[config.mk]
export PLATFORM = sky130hd
export DESIGN_NAME = ula_op_sequencer_flat
export DESIGN_NICKNAME = d
export VERILOG_FILES = /design/src/rtl/ula_op_sequencer_if.sv /design/src/rtl/ula_op_sequencer.sv /design/src/flat_wrapper.sv
export SDC_FILE = /design/constraint.sdc
export NUM_CORES = 1
export LEC_CHECK = 0
export BUFFER_PORTS_ARGS = -buffer_cell sky130_fd_sc_hd__buf_2
export CELL_PAD_IN_SITES_DETAIL_PLACEMENT = 1
export CELL_PAD_IN_SITES_GLOBAL_PLACEMENT = 1
export CORE_MARGIN = 1.5
export CORE_UTILIZATION = 45
export CTS_CLUSTER_DIAMETER = 120
export CTS_CLUSTER_SIZE = 8
export DETAILED_ROUTE_END_ITERATION = 10
export PLACE_DENSITY = 0.72
export SETUP_SLACK_MARGIN = 0.2
export SKIP_LAST_GASP = 1
export SLEW_MARGIN = 20
export SYNTH_ARGS = -nofsm -noshare
export SYNTH_HDL_FRONTEND = slang
export SYNTH_SLANG_ARGS = --single-unit
[constraint.sdc]
create_clock -name clk -period 3.7 [get_ports clk]
set_input_delay 0.37 -clock clk [delete_from_list [all_inputs] [get_ports clk]]
set_output_delay 0.37 -clock clk [all_outputs]
set_load 0.03 [all_outputs]
[src/rtl/ula_op_sequencer_if.sv]
// Request/response handshake bundle between a client and the ULA operation sequencer.
// Master issues operand requests and consumes results; slave is the sequencer.
interface ula_op_sequencer_if;
    logic       req_valid;
    logic       req_ready;
    logic [7:0] req_a;
    logic [7:0] req_b;
    logic [1:0] req_cond;
    logic       rsp_valid;
    logic       rsp_ready;
    logic [7:0] rsp_out;
    logic       rsp_carry;
    logic [1:0] rsp_cond;

    modport master (
        output req_valid, req_a, req_b, req_cond, rsp_ready,
        input  req_ready, rsp_valid, rsp_out, rsp_carry, rsp_cond
    );

    modport slave (
        input  req_valid, req_a, req_b, req_cond, rsp_ready,
        output req_ready, rsp_valid, rsp_out, rsp_carry, rsp_cond
    );
endinterface

[src/rtl/ula_op_sequencer.sv]
// Queues ULA requests, holds each on the ULA for SETTLE_CYC cycles, captures OUT/CARRY; rsp_valid at push+2+SETTLE_CYC.
// Backpressure: req_ready drops when the FIFO is full; a stalled response holds all rsp_* and stops issue.
module ula_op_sequencer #(
    parameter int FIFO_DEPTH = 4,
    parameter int SETTLE_CYC = 1,
    parameter int CNT_W      = 16
) (
    input  logic                 clk,
    input  logic                 rst_n,
    ula_op_sequencer_if.slave    bus,
    output logic [7:0]           ula_a,
    output logic [7:0]           ula_b,
    output logic [1:0]           ula_cond,
    input  logic [7:0]           ula_out,
    input  logic                 ula_carry,
    output logic                 busy,
    output logic [CNT_W-1:0]     op_count,
    output logic [CNT_W-1:0]     carry_count
);
    localparam int PW = $clog2(FIFO_DEPTH);
    localparam int SW = $clog2(SETTLE_CYC + 1);
    localparam logic [PW:0]   PTR_ONE   = (PW + 1)'(1);
    localparam logic [SW-1:0] SETTLE_LD = SW'(SETTLE_CYC);

    typedef struct packed {
        logic [7:0] a;
        logic [7:0] b;
        logic [1:0] cond;
    } req_t;

    typedef enum logic [1:0] {IDLE, SETTLE, CAPTURE, RESP} state_t;

    req_t        mem [FIFO_DEPTH];
    logic [PW:0] wr_ptr, rd_ptr;
    logic        fifo_full, fifo_empty, push, pop;
    req_t        head;

    state_t      state;
    logic [SW-1:0] settle_cnt;
    logic        rsp_valid_q, rsp_carry_q;
    logic [7:0]  rsp_out_q;
    logic [1:0]  rsp_cond_q;

    // Extra pointer MSB distinguishes full from empty when the indices match.
    assign fifo_empty = (wr_ptr == rd_ptr);
    assign fifo_full  = (wr_ptr[PW] != rd_ptr[PW]) && (wr_ptr[PW-1:0] == rd_ptr[PW-1:0]);
    assign push       = bus.req_valid && !fifo_full;
    assign pop        = !fifo_empty && ((state == IDLE) || (state == RESP && bus.rsp_ready));
    assign head       = mem[rd_ptr[PW-1:0]];

    assign bus.req_ready = !fifo_full;
    assign bus.rsp_valid = rsp_valid_q;
    assign bus.rsp_out   = rsp_out_q;
    assign bus.rsp_carry = rsp_carry_q;
    assign bus.rsp_cond  = rsp_cond_q;
    assign busy          = (state != IDLE) || !fifo_empty;

    always_ff @(posedge clk) begin
        if (push) mem[wr_ptr[PW-1:0]] <= '{a: bus.req_a, b: bus.req_b, cond: bus.req_cond};
    end

    always_ff @(posedge clk or negedge rst_n) begin
        if (!rst_n) begin
            wr_ptr <= '0;
            rd_ptr <= '0;
        end else begin
            if (push) wr_ptr <= wr_ptr + PTR_ONE;
            if (pop)  rd_ptr <= rd_ptr + PTR_ONE;
        end
    end

    always_ff @(posedge clk or negedge rst_n) begin
        if (!rst_n) begin
            state       <= IDLE;
            settle_cnt  <= '0;
            ula_a       <= '0;
            ula_b       <= '0;
            ula_cond    <= '0;
            rsp_valid_q <= 1'b0;
            rsp_out_q   <= '0;
            rsp_carry_q <= 1'b0;
            rsp_cond_q  <= '0;
            op_count    <= '0;
            carry_count <= '0;
        end else begin
            // A response handshake with work queued issues straight into SETTLE.
            if (pop) begin
                ula_a      <= head.a;
                ula_b      <= head.b;
                ula_cond   <= head.cond;
                settle_cnt <= SETTLE_LD;
            end
            case (state)
                IDLE: begin
                    if (pop) state <= SETTLE;
                end
                SETTLE: begin
                    settle_cnt <= settle_cnt - SW'(1);
                    if (settle_cnt == SW'(1)) state <= CAPTURE;
                end
                CAPTURE: begin
                    rsp_out_q   <= ula_out;
                    rsp_carry_q <= ula_carry;
                    rsp_cond_q  <= ula_cond;
                    rsp_valid_q <= 1'b1;
                    state       <= RESP;
                end
                RESP: begin
                    if (bus.rsp_ready) begin
                        rsp_valid_q <= 1'b0;
                        op_count    <= op_count + CNT_W'(1);
                        carry_count <= carry_count + CNT_W'(rsp_carry_q);
                        state       <= pop ? SETTLE : IDLE;
                    end
                end
                default: state <= IDLE;
            endcase
        end
    end
endmodule

[src/flat_wrapper.sv]
// flat-port wrapper written by rule: the top's interface ports become plain ports
module ula_op_sequencer_flat 
#(
    parameter int FIFO_DEPTH = 4,
    parameter int SETTLE_CYC = 1,
    parameter int CNT_W      = 16
)
  (clk, rst_n, ula_a, ula_b, ula_cond, ula_out, ula_carry, busy, op_count, carry_count, bus_req_valid, bus_req_a, bus_req_b, bus_req_cond, bus_rsp_ready, bus_req_ready, bus_rsp_valid, bus_rsp_out, bus_rsp_carry, bus_rsp_cond);
  ula_op_sequencer_if bus_i ();
  input  logic clk;
  input  logic rst_n;
  output logic [7:0] ula_a;
  output logic [7:0] ula_b;
  output logic [1:0] ula_cond;
  input  logic [7:0] ula_out;
  input  logic ula_carry;
  output logic busy;
  output logic [CNT_W-1:0] op_count;
  output logic [CNT_W-1:0] carry_count;
  input wire logic [$bits(bus_i.req_valid)-1:0] bus_req_valid;
  input wire logic [$bits(bus_i.req_a)-1:0] bus_req_a;
  input wire logic [$bits(bus_i.req_b)-1:0] bus_req_b;
  input wire logic [$bits(bus_i.req_cond)-1:0] bus_req_cond;
  input wire logic [$bits(bus_i.rsp_ready)-1:0] bus_rsp_ready;
  output wire logic [$bits(bus_i.req_ready)-1:0] bus_req_ready;
  output wire logic [$bits(bus_i.rsp_valid)-1:0] bus_rsp_valid;
  output wire logic [$bits(bus_i.rsp_out)-1:0] bus_rsp_out;
  output wire logic [$bits(bus_i.rsp_carry)-1:0] bus_rsp_carry;
  output wire logic [$bits(bus_i.rsp_cond)-1:0] bus_rsp_cond;
  assign bus_i.req_valid = bus_req_valid;
  assign bus_i.req_a = bus_req_a;
  assign bus_i.req_b = bus_req_b;
  assign bus_i.req_cond = bus_req_cond;
  assign bus_i.rsp_ready = bus_rsp_ready;
  assign bus_req_ready = bus_i.req_ready;
  assign bus_rsp_valid = bus_i.rsp_valid;
  assign bus_rsp_out = bus_i.rsp_out;
  assign bus_rsp_carry = bus_i.rsp_carry;
  assign bus_rsp_cond = bus_i.rsp_cond;
  ula_op_sequencer #(.FIFO_DEPTH(FIFO_DEPTH), .SETTLE_CYC(SETTLE_CYC), .CNT_W(CNT_W)) u_core (.clk(clk), .rst_n(rst_n), .bus(bus_i), .ula_a(ula_a), .ula_b(ula_b), .ula_cond(ula_cond), .ula_out(ula_out), .ula_carry(ula_carry), .busy(busy), .op_count(op_count), .carry_count(carry_count));
endmodule
# After elaboration in Yosys (flattened, before gate mapping)
# Memories as Yosys holds them, arrays and structs flattened. A register that Yosys moved wholly into a read port is not among the register bits.
# Index checks and enable logic that the tools add are counted.
dict set report word_totals {
  register_bits 53
  mem_bits_rw 72
  input_bits 31
  out_inout_bits 64
  word_cells 52
  mem_count 1
}
dict set report classes {
  n_addsub 5
  n_eq_ne 9
  n_mux 11
  n_reduce_logical 16
}
# memory depth width rd rd_clocked_by_memory_dff write_ports line_no
set memory_table {}
lappend memory_table {u_core.mem 4 18 1 1 1 ula_op_sequencer.sv:33} ;# req_t mem [FIFO_DEPTH];
# op count
set op_table {}
lappend op_table {{16-bit by 1-bit adder with 16-bit output} 1}
lappend op_table {{16-bit by 1-bit adder with 16-bit output (second input constant)} 1}
lappend op_table {{2-bit case mux with 4 select lines} 1}
lappend op_table {{3-bit by 1-bit adder with 3-bit output (second input constant)} 2}
lappend op_table {{1-bit two-way mux} 6}
lappend op_table {{2-bit two-way mux} 3}
lappend op_table {{2-bit nonzero test} 3}
lappend op_table {{2-bit equality test (second input constant)} 2}
lappend op_table {{1-bit logical AND} 4}
lappend op_table {{2-bit by 1-bit inequality test with 1-bit output (second input constant)} 2}
lappend op_table {{2-bit AND reduction} 2}
lappend op_table {{3-bit equality test} 1}
lappend op_table {{1-bit logical NOT} 3}
lappend op_table {{3-bit AND reduction} 1}
lappend op_table {{2-bit by 1-bit equality test with 1-bit output (second input constant)} 1}
lappend op_table {{2-bit equality test} 1}
lappend op_table {{2-bit logical NOT} 1}
lappend op_table {{1-bit logical OR} 2}
lappend op_table {{2-bit inequality test (second input constant)} 1}
lappend op_table {{1-bit case mux with 2 select lines} 1}
lappend op_table {{1-bit inequality test} 1}
lappend op_table {{1-bit subtractor (second input constant)} 1}

# Depth between registers and ports, before layout
# Gate-level depths: netlist of run 1.
dict set report logic_depth {
  depth_word 7
  ltp_mapped 7
  mapped_depth_nobuf 6
}

# Worst setup path after synthesis of run 1
# Ideal clock, no wire load.
dict set report synth_timing {
  kind {register to register}
  from {register u_core.wr_ptr[1]}
  to {register u_core.wr_ptr[2]}
  setup_time_ns 0.158
  arrival_time_ns 1.932
  required_ns 3.542
  setup_slack_ns 1.610
  path_stages_with_launch 5
  n_path_buf 0
  period_less_slack_ns 2.090
  path_cell_list {dfrtp_1 xnor2_1 nand3b_1 and3_1 xor2_1}
}
dict set report synth_via {
  elab_chain_len 4
  word_cells_on_any_way 5
  cone_classes {1 x add/sub; 1 x eq/ne; 3 x reduce/logical}
}
# item line_no
set synth_rtl {}
lappend synth_rtl {{start, declared} ula_op_sequencer.sv:34} ;# logic [PW:0] wr_ptr, rd_ptr;
lappend synth_rtl {{start signal, assigned} ula_op_sequencer.sv:67} ;# if (push) wr_ptr <= wr_ptr + PTR_ONE;
lappend synth_rtl {{2-bit equality test} ula_op_sequencer.sv:46} ;# assign fifo_full = (wr_ptr[PW] != rd_ptr[PW]) && (wr_ptr[PW-1:0] == rd_ptr[PW-1:0]);
lappend synth_rtl {{1-bit logical AND} ula_op_sequencer.sv:46}
lappend synth_rtl {{1-bit logical NOT} n/a}
lappend synth_rtl {{named net bus_req_ready} flat_wrapper.sv:25} ;# output wire logic [$bits(bus_i.req_ready)-1:0] bus_req_ready;
lappend synth_rtl {{1-bit logical AND} ula_op_sequencer.sv:47} ;# assign push = bus.req_valid && !fifo_full;
# The timed path passes the listed nets, and every way through them passes these cells.
# A chain may end at the register's enable or synchronous reset.

# Final worst setup path of run 1
dict set report layout_timing {
  from {register u_core.rd_ptr[0]}
  to {memory u_core.mem[3][4] (netlist name), enable pin}
}
dict set report layout_via {
  elab_chain_len 6
}
# item line_no
set layout_rtl {}
lappend layout_rtl {{start, declared} ula_op_sequencer.sv:34}
lappend layout_rtl {{start signal, assigned} ula_op_sequencer.sv:68} ;# if (pop) rd_ptr <= rd_ptr + PTR_ONE;
lappend layout_rtl {{2-bit equality test} ula_op_sequencer.sv:46}
lappend layout_rtl {{1-bit logical AND} ula_op_sequencer.sv:46}
lappend layout_rtl {{1-bit logical NOT} ula_op_sequencer.sv:47}
lappend layout_rtl {{1-bit logical AND} ula_op_sequencer.sv:47}
lappend layout_rtl {{1-bit two-way mux} ula_op_sequencer.sv:59} ;# if (push) mem[wr_ptr[PW-1:0]] <= '{a: bus.req_a, b: bus.req_b, cond: bus.req_cond};
lappend layout_rtl {{1-bit two-way mux (implied by the code)} ula_op_sequencer.sv:59}
lappend layout_rtl {{end, declared} ula_op_sequencer.sv:33}
# Every way passes these cells.

==> summary.json, run 1 <==
{
  "number_of_antenna_violations_at_the_first_check_in_global_routing": 0,
  "grt_remaining_overflow": 0,
  "floorplan.core_area_mm2": 0.0126,
  "clock_tree_from_tritoncts": "built",
  "ys.flop_type": "sky130_fd_sc_hd__edfxtp_1",
  "cp_num_buf_inv": 1,
  "power.switching_mw": 2.22,
  "holdCritPathClass": "primary input to async pin",
  "die_height_um": 117,
  "detailedPlacementHpwl_mm": 6.94,
  "final_period_minus_worst_setup_slack_ns": 2.39,
  "critPathLaunchType": "flip-flop",
  "grt_setup_unrepaired": "no",
  "totalPowerFinal_mw": 6.31,
  "drt_pre_antenna_iters": 4,
  "cts_num_sinks": 143,
  "number_of_buffer_cells_added_on_primary_ports": 94,
  "postSynthCellCount": 327,
  "swShare_pct": 35.2,
  "cts_hold_repair.buffers": 0,
  "wl_per_cell_um": 17.6,
  "largest_net_degree_at_the_start_of_global_routing": 72,
  "comb_power_share_pct": 35.7,
  "antennaDiodeCount": 0,
  "final_cell_count_no_fill": 619,
  "timing_worst_slew_pin_value_ns": 1.09,
  "timing.final.ws_setup_ns": 1.31,
  "finalSetupViolations": 0,
  "finalMaxSlewViolations": 0,
  "maxCapViolCount": 0,
  "cts_max_level": 4,
  "fin_crit_sh_pct": 64.6,
  "synth-seq-area-share_pct": 67.8,
  "post-route-drc-count": 0,
  "grt_pass1_vias": 3306,
  "cp.arrival_ns": 2.43,
  "placement.setup.worst_slack_ns": 1.25,
  "pwr-share-seq_pct": 38.2,
  "ff_latch_area_mm2": 0.00394,
  "fmaxAchievable_ghz": 0.418,
  "cp_slowest_cell": "sky130_fd_sc_hd__and3_1",
  "root_buffer": "sky130_fd_sc_hd__clkbuf_16",
  "path_clk_slew_ns": 0.06,
  "skew_ns": 0.00822,
  "crit_type": "flip-flop to flip-flop",
  "timing.critical_path.cells": "buf_4 > xnor2_1 > nand3b_1 > and3_1",
  "synth.yosys.warnings": 0,
  "die-width_um": 117,
  "final_routed_wirelength_across_all_metal_layers_mm": 10.9,
  "critPathCaptureType": "flip-flop",
  "globalRouteTotalUtil_pct": 17.9,
  "postCtsResizedCells": 0,
  "pwr-share-clk_pct": 26.2,
  "die-area_mm2": 0.0136,
  "critPathTopFamily": "simple AND/OR/NAND/NOR gates",
  "pwr_density_cell_mw_per_mm2": 899,
  "antenna_viol_nets_final": 0,
  "post_cts.repair.setup_buffers": 0,
  "timing.final.hold_violations": 0,
  "drtIter0Drc": 180,
  "routed_via_density": 5.08,
  "clk_path_buf_depth": 2,
  "timing.setup.tns_ns": 0,
  "crit_required_ns": 3.74,
  "finish.utilization_pct": 55.6,
  "initial_core_util_pct": 46.0,
  "floorplan.io_pins": 95,
  "synth_area_leader_cell": "sky130_fd_sc_hd__edfxtp_1",
  "synth.net_count": 371,
  "leakagePower_nw": 2.98,
  "synth_seq_cells": 143,
  "outcome": "completed",
  "number_of_cts_inserted_buffers": 17,
  "yosys.cell_types.count": 35,
  "post_route_cells_drive_above_1_share_pct": 39.4,
  "avgSynthCellArea_um2": 17.8,
  "global_route_wire_length_before_repair_mm": 17.5,
  "clock_latency_ns": 0.42,
  "peak_supply_drop_v": 0.000468,
  "cellInternalPower_mw": 4.09,
  "relSlewSlack_pct": 27.6,
  "fp-row-count": 41,
  "dp.cells": 587,
  "async_reset_ff_share_pct": 49.7,
  "place_congestion": 0.728,
  "final_net_count": 478,
  "critPathMaxStageDelay_ns": 0.88,
  "synth_top_area_share_pct": 37.2,
  "synth.top_cells.by_area": "sky130_fd_sc_hd__edfxtp_1 (37%), sky130_fd_sc_hd__dfrtp_1 (31%), sky130_fd_sc_hd__mux2_4 (4.4%)",
  "routed-via-count": 3142,
  "post_synth_instance_area_mm2": 0.00581,
  "multiInputGateArea_mm2": 0.00177,
  "crit_fanout": 21,
  "synth-edff-count": 72,
  "area_growth_syn_to_layout_pct": 20.8,
  "filler_cell_count": 1216
}
## power by group through the flow
stage               Sequential (mW)  Clock, mW  Combinational (mW)
finish                         2.41       1.65                2.25
global route                   2.47       1.77                2.44
CTS                            2.42       1.70                2.29
detailed placement             2.44          0                2.28
global placement               2.42          0                2.21
floorplan                      2.81          0                1.35
## stage by stage
step / instance area [um2] / hold slack [ns]
floorplan: 5810 / 0.0744
global placement: 6440 / 0.455
detailed placement: 6440 / 0.475
CTS: 7020 / 0.117
global route: 7020 / 0.120
finish: 7020 / 0.0724
## layout make-up
class                   instances  area share, %
well taps                     172           3.07
inverters                       8          0.428
clock inverters                15           2.17
flip-flops and latches        143           56.1
repair buffers                 96           6.95
clock buffers                  17           6.06
multi-input cells             168           25.2
## cell usage in the layout (no fill, tap or decap), types with 2 or more instances in the layout
master,instances
sky130_fd_sc_hd__dfrtp_1,71
sky130_fd_sc_hd__a21oi_1,4
sky130_fd_sc_hd__buf_4,3
sky130_fd_sc_hd__mux2_2,17
sky130_fd_sc_hd__inv_8,2
sky130_fd_sc_hd__mux4_1,9
sky130_fd_sc_hd__nor2_1,6
sky130_fd_sc_hd__and3_1,9
sky130_fd_sc_hd__nor3_1,4
sky130_fd_sc_hd__nand2_1,9
sky130_fd_sc_hd__edfxtp_1,72
sky130_fd_sc_hd__inv_1,8
sky130_fd_sc_hd__inv_6,5
sky130_fd_sc_hd__xnor2_1,25
sky130_fd_sc_hd__xor2_1,10
sky130_fd_sc_hd__mux4_2,9
sky130_fd_sc_hd__nand3_1,12
sky130_fd_sc_hd__clkinv_4,5
sky130_fd_sc_hd__ha_1,13
sky130_fd_sc_hd__nand4_1,10
sky130_fd_sc_hd__buf_2,93
sky130_fd_sc_hd__mux2_4,17
sky130_fd_sc_hd__clkbuf_16,17
## worst paths after layout
path	startpoint	depth (start not counted)	endpoint	slack, ns
worst min-delay path	rst_n	1	u_core.carry_count[10]	0.07
worst max-delay path	u_core.rd_ptr[0]	4	u_core.mem[3][4]	1.31
min in group clk	bus_req_a[4]	1	u_core.mem[0][14]	0.16
max in group asynchronous	rst_n	1	u_core.bus.rsp_out[2]	2.99
worst min register to register	u_core.op_count[15]	1	u_core.op_count[15]	0.48
worst max register to register	u_core.rd_ptr[0]	4	u_core.mem[3][4]	1.31
## sequential cells by signal, indices dropped and copies added, names as in the netlist, 2 cells and up
register	flops
u_core.rd_ptr	3
u_core.wr_ptr	3
u_core.state	2
u_core.bus.rsp_out	8
u_core.ula_a	8
u_core.bus.rsp_cond	2
u_core.op_count	16
u_core.carry_count	16
u_core.mem	72
u_core.ula_cond	2
u_core.ula_b	8
## cells in the mapped netlist, types with 3 or more instances
| cell type | count |
|---|---|
| sky130_fd_sc_hd__ha_1 | 13 |
| sky130_fd_sc_hd__dfrtp_1 | 71 |
| sky130_fd_sc_hd__inv_1 | 8 |
| sky130_fd_sc_hd__a21oi_1 | 4 |
| sky130_fd_sc_hd__nor3_1 | 4 |
| sky130_fd_sc_hd__mux4_2 | 9 |
| sky130_fd_sc_hd__nor2_1 | 6 |
| sky130_fd_sc_hd__nand3_1 | 12 |
| sky130_fd_sc_hd__buf_6 | 3 |
| sky130_fd_sc_hd__and3_1 | 9 |
| sky130_fd_sc_hd__buf_2 | 3 |
| sky130_fd_sc_hd__xnor2_1 | 25 |
| sky130_fd_sc_hd__mux2_2 | 17 |
| sky130_fd_sc_hd__edfxtp_1 | 72 |
| sky130_fd_sc_hd__nand2_1 | 9 |
| sky130_fd_sc_hd__mux2_4 | 17 |
| sky130_fd_sc_hd__nand4_1 | 10 |
| sky130_fd_sc_hd__mux4_1 | 9 |
| sky130_fd_sc_hd__xor2_1 | 10 |
## layer usage
layer  vias to the layer above  GRT usage (%)  part of all wire (%)
met2                        77           28.6                    49
li1                       1461              -                     -
met4                         0           6.59                   1.6
met5                         -              0                     0
met3                        13           6.23                   4.8
met1                      1591           22.8                    45
## cells by family (layout without fill, tap and decap cells)
logic type               after synthesis  count (layout)  share of synthesized area, %
adder cells (fa/ha/maj)               13              13                          2.80
XOR/XNOR                              36              36                          5.56
AND/OR/NAND/NOR                       56              56                          5.36
AO/OA/AOI/OAI                         11              11                          1.49
flip-flops                           143             143                          67.8
multiplexers                          52              52                          15.2
buffers and inverters                 16             136                          1.77
(Power assumes the default switching activity.)
==> run 2, diff against run 1 <==
Settings changed: ABC_AREA set to 1, PLACE_DENSITY 0.72 to 0.76.
Clock period 3.7 ns to 2.37 ns, I/O delays scaled along.
==> run 2 against run 1 <==
Net effect:
- via count increased by 32%
- clock-buffer cell count up 1
- sequential share of layout area down 2.4 points
- flip-flop and latch count did not move
- final cell count grew 34%
- utilization decreased by 0.072 points
- synthesized cell count is 63% higher
- power is 56% higher
- global-route usage is 3.0 points higher
- register-to-register slack got worse by 0.90 ns
- clock power up 56%
- sequential power increased by 56%
- highest routed layer unchanged
==> summary.json, run 2 <==
{
  "critPathLaunchType": "flip-flop",
  "globalRouteTotalUtil_pct": 20.9,
  "final_net_count": 683,
  "grt_remaining_overflow": 0,
  "pwr-share-clk_pct": 26.0,
  "crit_fanout": 12,
  "post_route_cells_drive_above_1_share_pct": 25.9,
  "final_period_minus_worst_setup_slack_ns": 1.98,
  "final_cell_count_no_fill": 828,
  "number_of_cts_inserted_buffers": 17,
  "synth.net_count": 577,
  "yosys.cell_types.count": 36,
  "grt_pass1_vias": 4424,
  "crit_required_ns": 2.13,
  "skew_ns": 0.00839,
  "global_route_wire_length_before_repair_mm": 22.4,
  "wl_per_cell_um": 16.6,
  "initial_core_util_pct": 46.0,
  "synth-seq-area-share_pct": 64.9,
  "pwr-share-seq_pct": 38.1,
  "synth_seq_cells": 143,
  "routed_via_density": 5.00,
  "pwr_density_cell_mw_per_mm2": 1350,
  "crit_type": "flip-flop to primary output",
  "finalMaxSlewViolations": 0,
  "final_cell_mix": "sky130_fd_sc_hd__nand2_1 (117), sky130_fd_sc_hd__buf_2 (94), sky130_fd_sc_hd__edfxtp_1 (72)",
  "filler_cell_count": 1434,
  "critPathCaptureType": "primary output",
  "synthMostInstantiatedCell": "sky130_fd_sc_hd__nand2_1",
  "post_synth_instance_area_mm2": 0.00606,
  "synth_area_leader_cell": "sky130_fd_sc_hd__edfxtp_1",
  "finalSetupViolations": 0,
  "fin_crit_sh_pct": 83.5,
  "final_routed_wirelength_across_all_metal_layers_mm": 13.8,
  "die_height_um": 119,
  "dp.cells": 795,
  "post_cts.repair.setup_buffers": 0,
  "avgSynthCellArea_um2": 11.4,
  "area_growth_syn_to_layout_pct": 20.8,
  "timing.final.ws_setup_ns": 0.390,
  "place_congestion": 0.768,
  "ys.flop_type": "sky130_fd_sc_hd__edfxtp_1",
  "number_of_antenna_violations_at_the_first_check_in_global_routing": 0,
  "holdCritPathClass": "primary input to flip-flop",
  "relSlewSlack_pct": 57.2,
  "synth-edff-count": 72,
  "drt_pre_antenna_iters": 4,
  "number_of_buffer_cells_added_on_primary_ports": 94,
  "fp-row-count": 42,
  "swShare_pct": 39.6,
  "cts_num_sinks": 143,
  "peak_supply_drop_v": 0.000699,
  "clk_path_buf_depth": 2,
  "comb_power_share_pct": 35.9,
  "postSynthCellCount": 533,
  "routed-via-count": 4137,
  "async_reset_ff_share_pct": 49.7,
  "synth_top_area_share_pct": 35.7,
  "power.switching_mw": 3.91,
  "post-route-drc-count": 0,
  "clock_tree_from_tritoncts": "built",
  "die-width_um": 119,
  "synth.top_cells.by_area": "sky130_fd_sc_hd__edfxtp_1 (36%), sky130_fd_sc_hd__dfrtp_1 (29%), sky130_fd_sc_hd__nand2_1 (7.2%)",
  "timing_worst_slew_pin_value_ns": 0.641,
  "timing.final.hold_violations": 0,
  "antennaDiodeCount": 0,
  "antenna_viol_nets_final": 0,
  "clock_latency_ns": 0.43,
  "maxCapViolCount": 0,
  "grt_setup_unrepaired": "no",
  "cellInternalPower_mw": 5.96,
  "floorplan.core_area_mm2": 0.0132,
  "leakagePower_nw": 3.37,
  "cts_max_level": 4,
  "synth.yosys.warnings": 0,
  "die-area_mm2": 0.0142,
  "placement.setup.worst_slack_ns": 0.270,
  "floorplan.io_pins": 95,
  "cp.arrival_ns": 1.74,
  "mostFrequentLayoutCell": "sky130_fd_sc_hd__nand2_1",
  "most_frequent_cells_after_synthesis": "sky130_fd_sc_hd__nand2_1 (117), sky130_fd_sc_hd__edfxtp_1 (72), sky130_fd_sc_hd__dfrtp_1 (71), sky130_fd_sc_hd__nor2_1 (52), sky130_fd_sc_hd__inv_1 (46)",
  "outcome": "completed",
  "detailedPlacementHpwl_mm": 8.81,
  "root_buffer": "sky130_fd_sc_hd__clkbuf_16",
  "drtIter0Drc": 203,
  "fmaxAchievable_ghz": 0.505,
  "path_clk_slew_ns": 0.06,
  "largest_net_degree_at_the_start_of_global_routing": 72,
  "largest_register_ff_count": 72
}
## run 2: final timing paths
path	from	end	slack, ns	depth (start not counted)
max	u_core.rd_ptr[1]	busy	0.39	5
min	bus_req_b[0]	u_core.mem[3][2]	0.02	1
max reg2reg	u_core.rd_ptr[1]	u_core.mem[0][2]	0.41	7
min reg2reg	u_core.ula_b[5]	u_core.ula_b[5]	0.49	2
max in group asynchronous	rst_n	u_core.op_count[4]	1.66	3
min in group asynchronous	rst_n	u_core.op_count[7]	0.34	3
## run 2: what timing repair did
item / 4_1_cts / 5_1_grt
endpoints found under the setup margin: 0 / 1
endpoints found under the hold margin: 71 / 0
hold buffers: 1 / 0
resized for setup: 0 / 3
## run 2: metal layers
layer	GRT usage [%]	part of all wire (%)
met5	0	0
met4	7.68	1.5
met2	36.0	52
met3	5.41	4.3
met1	25.2	42
## run 2: layout make-up
cell class	count	area, um2	share of cell area, %
Inverter	49	194	2.65
Timing Repair Buffer	103	553	7.55
Multi-Input combinational cell	325	1850	25.2
Sequential cell	143	3940	53.8
Clock buffer	18	429	5.86
Tap cell	176	220	3.01
Clock inverter	14	143	1.95
## run 2: power by group through the flow
| stage | Clock, mW | Sequential [mW] | Combinational, mW |
|---|---|---|---|
| final | 2.57 | 3.76 | 3.54 |
| after global placement | 0 | 3.76 | 3.38 |
| after CTS | 2.62 | 3.77 | 3.57 |
| after global routing | 2.72 | 3.84 | 3.93 |
| after detailed placement | 0 | 3.80 | 3.53 |
| after floorplan | 0 | 4.32 | 1.96 |
## run 2: critical path: stages, from the launching register on
cell and delay (ns):
sky130_fd_sc_hd__dfrtp_1 0.60, sky130_fd_sc_hd__inv_1 0.11, sky130_fd_sc_hd__nand2_1 0.08, sky130_fd_sc_hd__nand2_1 0.09, sky130_fd_sc_hd__nand4_1 0.18, sky130_fd_sc_hd__buf_2 0.24
## run 2: cell families after synthesis
kind of cell,count (synthesis),synth area share [%]
AOI/OAI and AO/OA,62,5.53
xor gates and xnor gates,27,4.02
adders and majority gates,13,2.68
buffers and inverters,65,4.75
DFF,143,64.9
muxes,11,2.04
and+or+nand+nor,212,16.0
## run 2: through the flow
step | power [mW] | hold slack, ns | cell area, um2 | util [%] | setup TNS, ns
4_1_cts | 9.96 | 0.00597 | 7320 | 55.5 | 0
6_report | 9.87 | 0.0228 | 7330 | 55.5 | 0
3_3_place_gp | 7.15 | 0.299 | 6730 | 51.1 | 0
3_5_place_dp | 7.33 | 0.299 | 6730 | 51.1 | 0
2_1_floorplan | 6.28 | -0.0586 | 6070 | - | -0.480
5_1_grt | 10.5 | 0.0133 | 7330 | 55.5 | 0
==> run 3, diff against run 2 <==
Clock period 2.37 ns to 1.95 ns, I/O delays scaled along.
==> run 3 against run 2 <==
Net effect:
- utilization up 3.8 points
- register-to-register slack worse by 0.15 ns
- die area unchanged
- combinational power up 40%
- non-clock buffer count up 43
- wire length up 5.8%
- critical path depth down 1
- cell area up 6.8%
- largest cell class unchanged
==> summary.json, run 3 (same netlist as run 2, synthesis figures left out) <==
{
  "grt_setup_unrepaired": "yes",
  "detailedPlacementHpwl_mm": 9.58,
  "place_congestion": 0.771,
  "wl_per_cell_um": 16.7,
  "root_buffer": "sky130_fd_sc_hd__clkbuf_16",
  "die_height_um": 119,
  "ff2ff_setup_slack_ns": 0.26,
  "mostFrequentLayoutCell": "sky130_fd_sc_hd__nand2_1",
  "cts_max_level": 4,
  "grt_remaining_overflow": 0,
  "outcome": "completed",
  "crit_type": "flip-flop to primary output",
  "floorplan.io_pins": 95,
  "finalMaxSlewViolations": 0,
  "finalSetupViolations": 0,
  "filler_cell_count": 1393,
  "pwr-share-clk_pct": 24.4,
  "holdCritPathClass": "primary input to flip-flop",
  "drtIter0Drc": 200,
  "drt_pre_antenna_iters": 4,
  "reg2reg_to": "u_core.mem[3][12]",
  "clock_tree_from_tritoncts": "built",
  "power.switching_mw": 4.98,
  "antennaDiodeCount": 0,
  "path_clk_slew_ns": 0.06,
  "swShare_pct": 39.5,
  "final_routed_wirelength_across_all_metal_layers_mm": 14.6,
  "worst_r2r_path_depth": 7,
  "pwr_density_cell_mw_per_mm2": 1610,
  "global_route_wire_length_before_repair_mm": 24.0,
  "cp.arrival_ns": 1.52,
  "die-width_um": 119,
  "grt_pass1_vias": 4919,
  "comb_power_share_pct": 39.5,
  "timing.final.ws_setup_ns": 0.238,
  "number_of_antenna_violations_at_the_first_check_in_global_routing": 0,
  "layout.cell_area.non_filler_mm2": 0.00782,
  "routed_via_density": 5.04,
  "pwr-share-seq_pct": 36.2,
  "peak_supply_drop_v": 0.000926,
  "largest_net_degree_at_the_start_of_global_routing": 39,
  "crit_fanout": 4,
  "final_net_count": 726,
  "relSlewSlack_pct": 66.8,
  "leakagePower_nw": 3.59,
  "largest_register_ff_count": 72,
  "clock_latency_ns": 0.42,
  "routed-via-count": 4386,
  "final_cell_mix": "sky130_fd_sc_hd__nand2_1 (114), sky130_fd_sc_hd__buf_2 (91), sky130_fd_sc_hd__edfxtp_1 (72)",
  "initial_core_util_pct": 46.0,
  "maxCapViolCount": 0,
  "number_of_buffer_cells_added_on_primary_ports": 94,
  "die-area_mm2": 0.0142,
  "cts_num_sinks": 143,
  "final_period_minus_worst_setup_slack_ns": 1.71,
  "number_of_cts_inserted_buffers": 17,
  "whs_path_depth": 2,
  "hold_end": "u_core.bus.rsp_out[7]",
  "timing.final.hold_violations": 0,
  "critPathLaunchType": "flip-flop",
  "placement.setup.worst_slack_ns": 0.128,
  "cellInternalPower_mw": 7.62,
  "critPathCaptureType": "primary output",
  "fp-row-count": 42,
  "clk_path_buf_depth": 2,
  "holdCritStartpoint": "ula_out[7]",
  "fin_crit_sh_pct": 87.8,
  "fin_hold_ws_ns": 0.0132,
  "floorplan.core_area_mm2": 0.0132,
  "skew_ns": 0.00670,
  "timing_worst_slew_pin_value_ns": 0.497,
  "post_route_cells_drive_above_1_share_pct": 30.1,
  "area_growth_syn_to_layout_pct": 29.0,
  "globalRouteTotalUtil_pct": 21.8,
  "antenna_viol_nets_final": 0,
  "crit_required_ns": 1.75,
  "dpl-instance-area_mm2": 0.00690,
  "fmaxAchievable_ghz": 0.584,
  "post-route-drc-count": 0,
  "timing.setup.tns_ns": 0,
  "timing.rr.start": "u_core.wr_ptr[1]"
}
[run 3: cell types whose count changed in the layout (fill, tap and decap cells not counted), sizes merged]
cell         previous run  this run
buf                   102       126
bufinv                  2         1
clkinv                  6         4
dlygate4sd3             1        20
inv                    51        54
[run 3: worst max-delay path by stage]
stage / slack (ns) / to / cells past startpoint / start
6_report: 0.24 / busy / 4 / u_core.state[0]
5_1_grt: 0.17 / bus_req_ready / 5 / u_core.wr_ptr[1]
4_1_cts: 0.20 / bus_req_ready / 5 / u_core.rd_ptr[1]
3_5_place_dp: 0.13 / u_core.settle_cnt / 8 / u_core.state[0]
3_3_place_gp: 0.23 / u_core.settle_cnt / 8 / u_core.state[0]
2_1_floorplan: 0.04 / u_core.mem[3][0] / 6 / u_core.rd_ptr[1]
[run 3: area by class of cell]
cell class,count,area (um2),share of cell area [%]
clock buffer,18,429,5.49
clock inverter,14,133,1.70
inverter,49,194,2.48
multi-input combinational,325,1900,24.3
sequential,143,3940,50.4
tap,176,220,2.81
timing repair buffer,146,1000,12.8
[run 3: per-stage QoR]
| stage | cells | total power, mW | utilization, % |
|---|---|---|---|
| 2_1_floorplan | 533 | 7.72 | - |
| 3_3_place_gp | 803 | 8.96 | 52.3 |
| 3_5_place_dp | 803 | 9.23 | 52.3 |
| 4_1_cts | 865 | 12.6 | 58.8 |
| 5_1_grt | 871 | 13.4 | 59.3 |
| 6_report | 871 | 12.6 | 59.3 |
[run 3: what timing repair did]
action / 4_1_cts / 5_1_grt
pin swaps: 4 / 4
hold buffers: 20 / 0
resized for setup: 8 / 9
setup endpoints to repair: 7 / 65
buffers inserted: 10 / 6
endpoints found under the hold margin: 103 / 0
[run 3: metal layers]
| layer | wire [um] | part of all wire, % | track usage, % | vias to the layer above |
|---|---|---|---|---|
| met5 | 0 | 0 | 0 | - |
| met4 | 276 | 1.9 | 8.51 | 0 |
| met3 | 454 | 3.1 | 4.26 | 23 |
| met2 | 7920 | 54 | 39.9 | 97 |
| met1 | 5920 | 41 | 25.0 | 2210 |
| li1 | - | - | - | 2056 |
[run 3: power by group through the flow]
stage	sequential (mW)	clock, mW	combinational, mW
after floorplan	5.25	0	2.47
after global placement	4.54	0	4.42
after detailed placement	4.60	0	4.63
after CTS	4.55	3.13	4.89
after global routing	4.64	3.24	5.47
final	4.56	3.07	4.97
[run 3: critical path, cell delays in order (launching register included)]
cell	delay [ns]
sky130_fd_sc_hd__dfrtp_2	0.44
sky130_fd_sc_hd__inv_1	0.13
sky130_fd_sc_hd__ha_1	0.19
sky130_fd_sc_hd__nand4_1	0.16
sky130_fd_sc_hd__buf_6	0.18
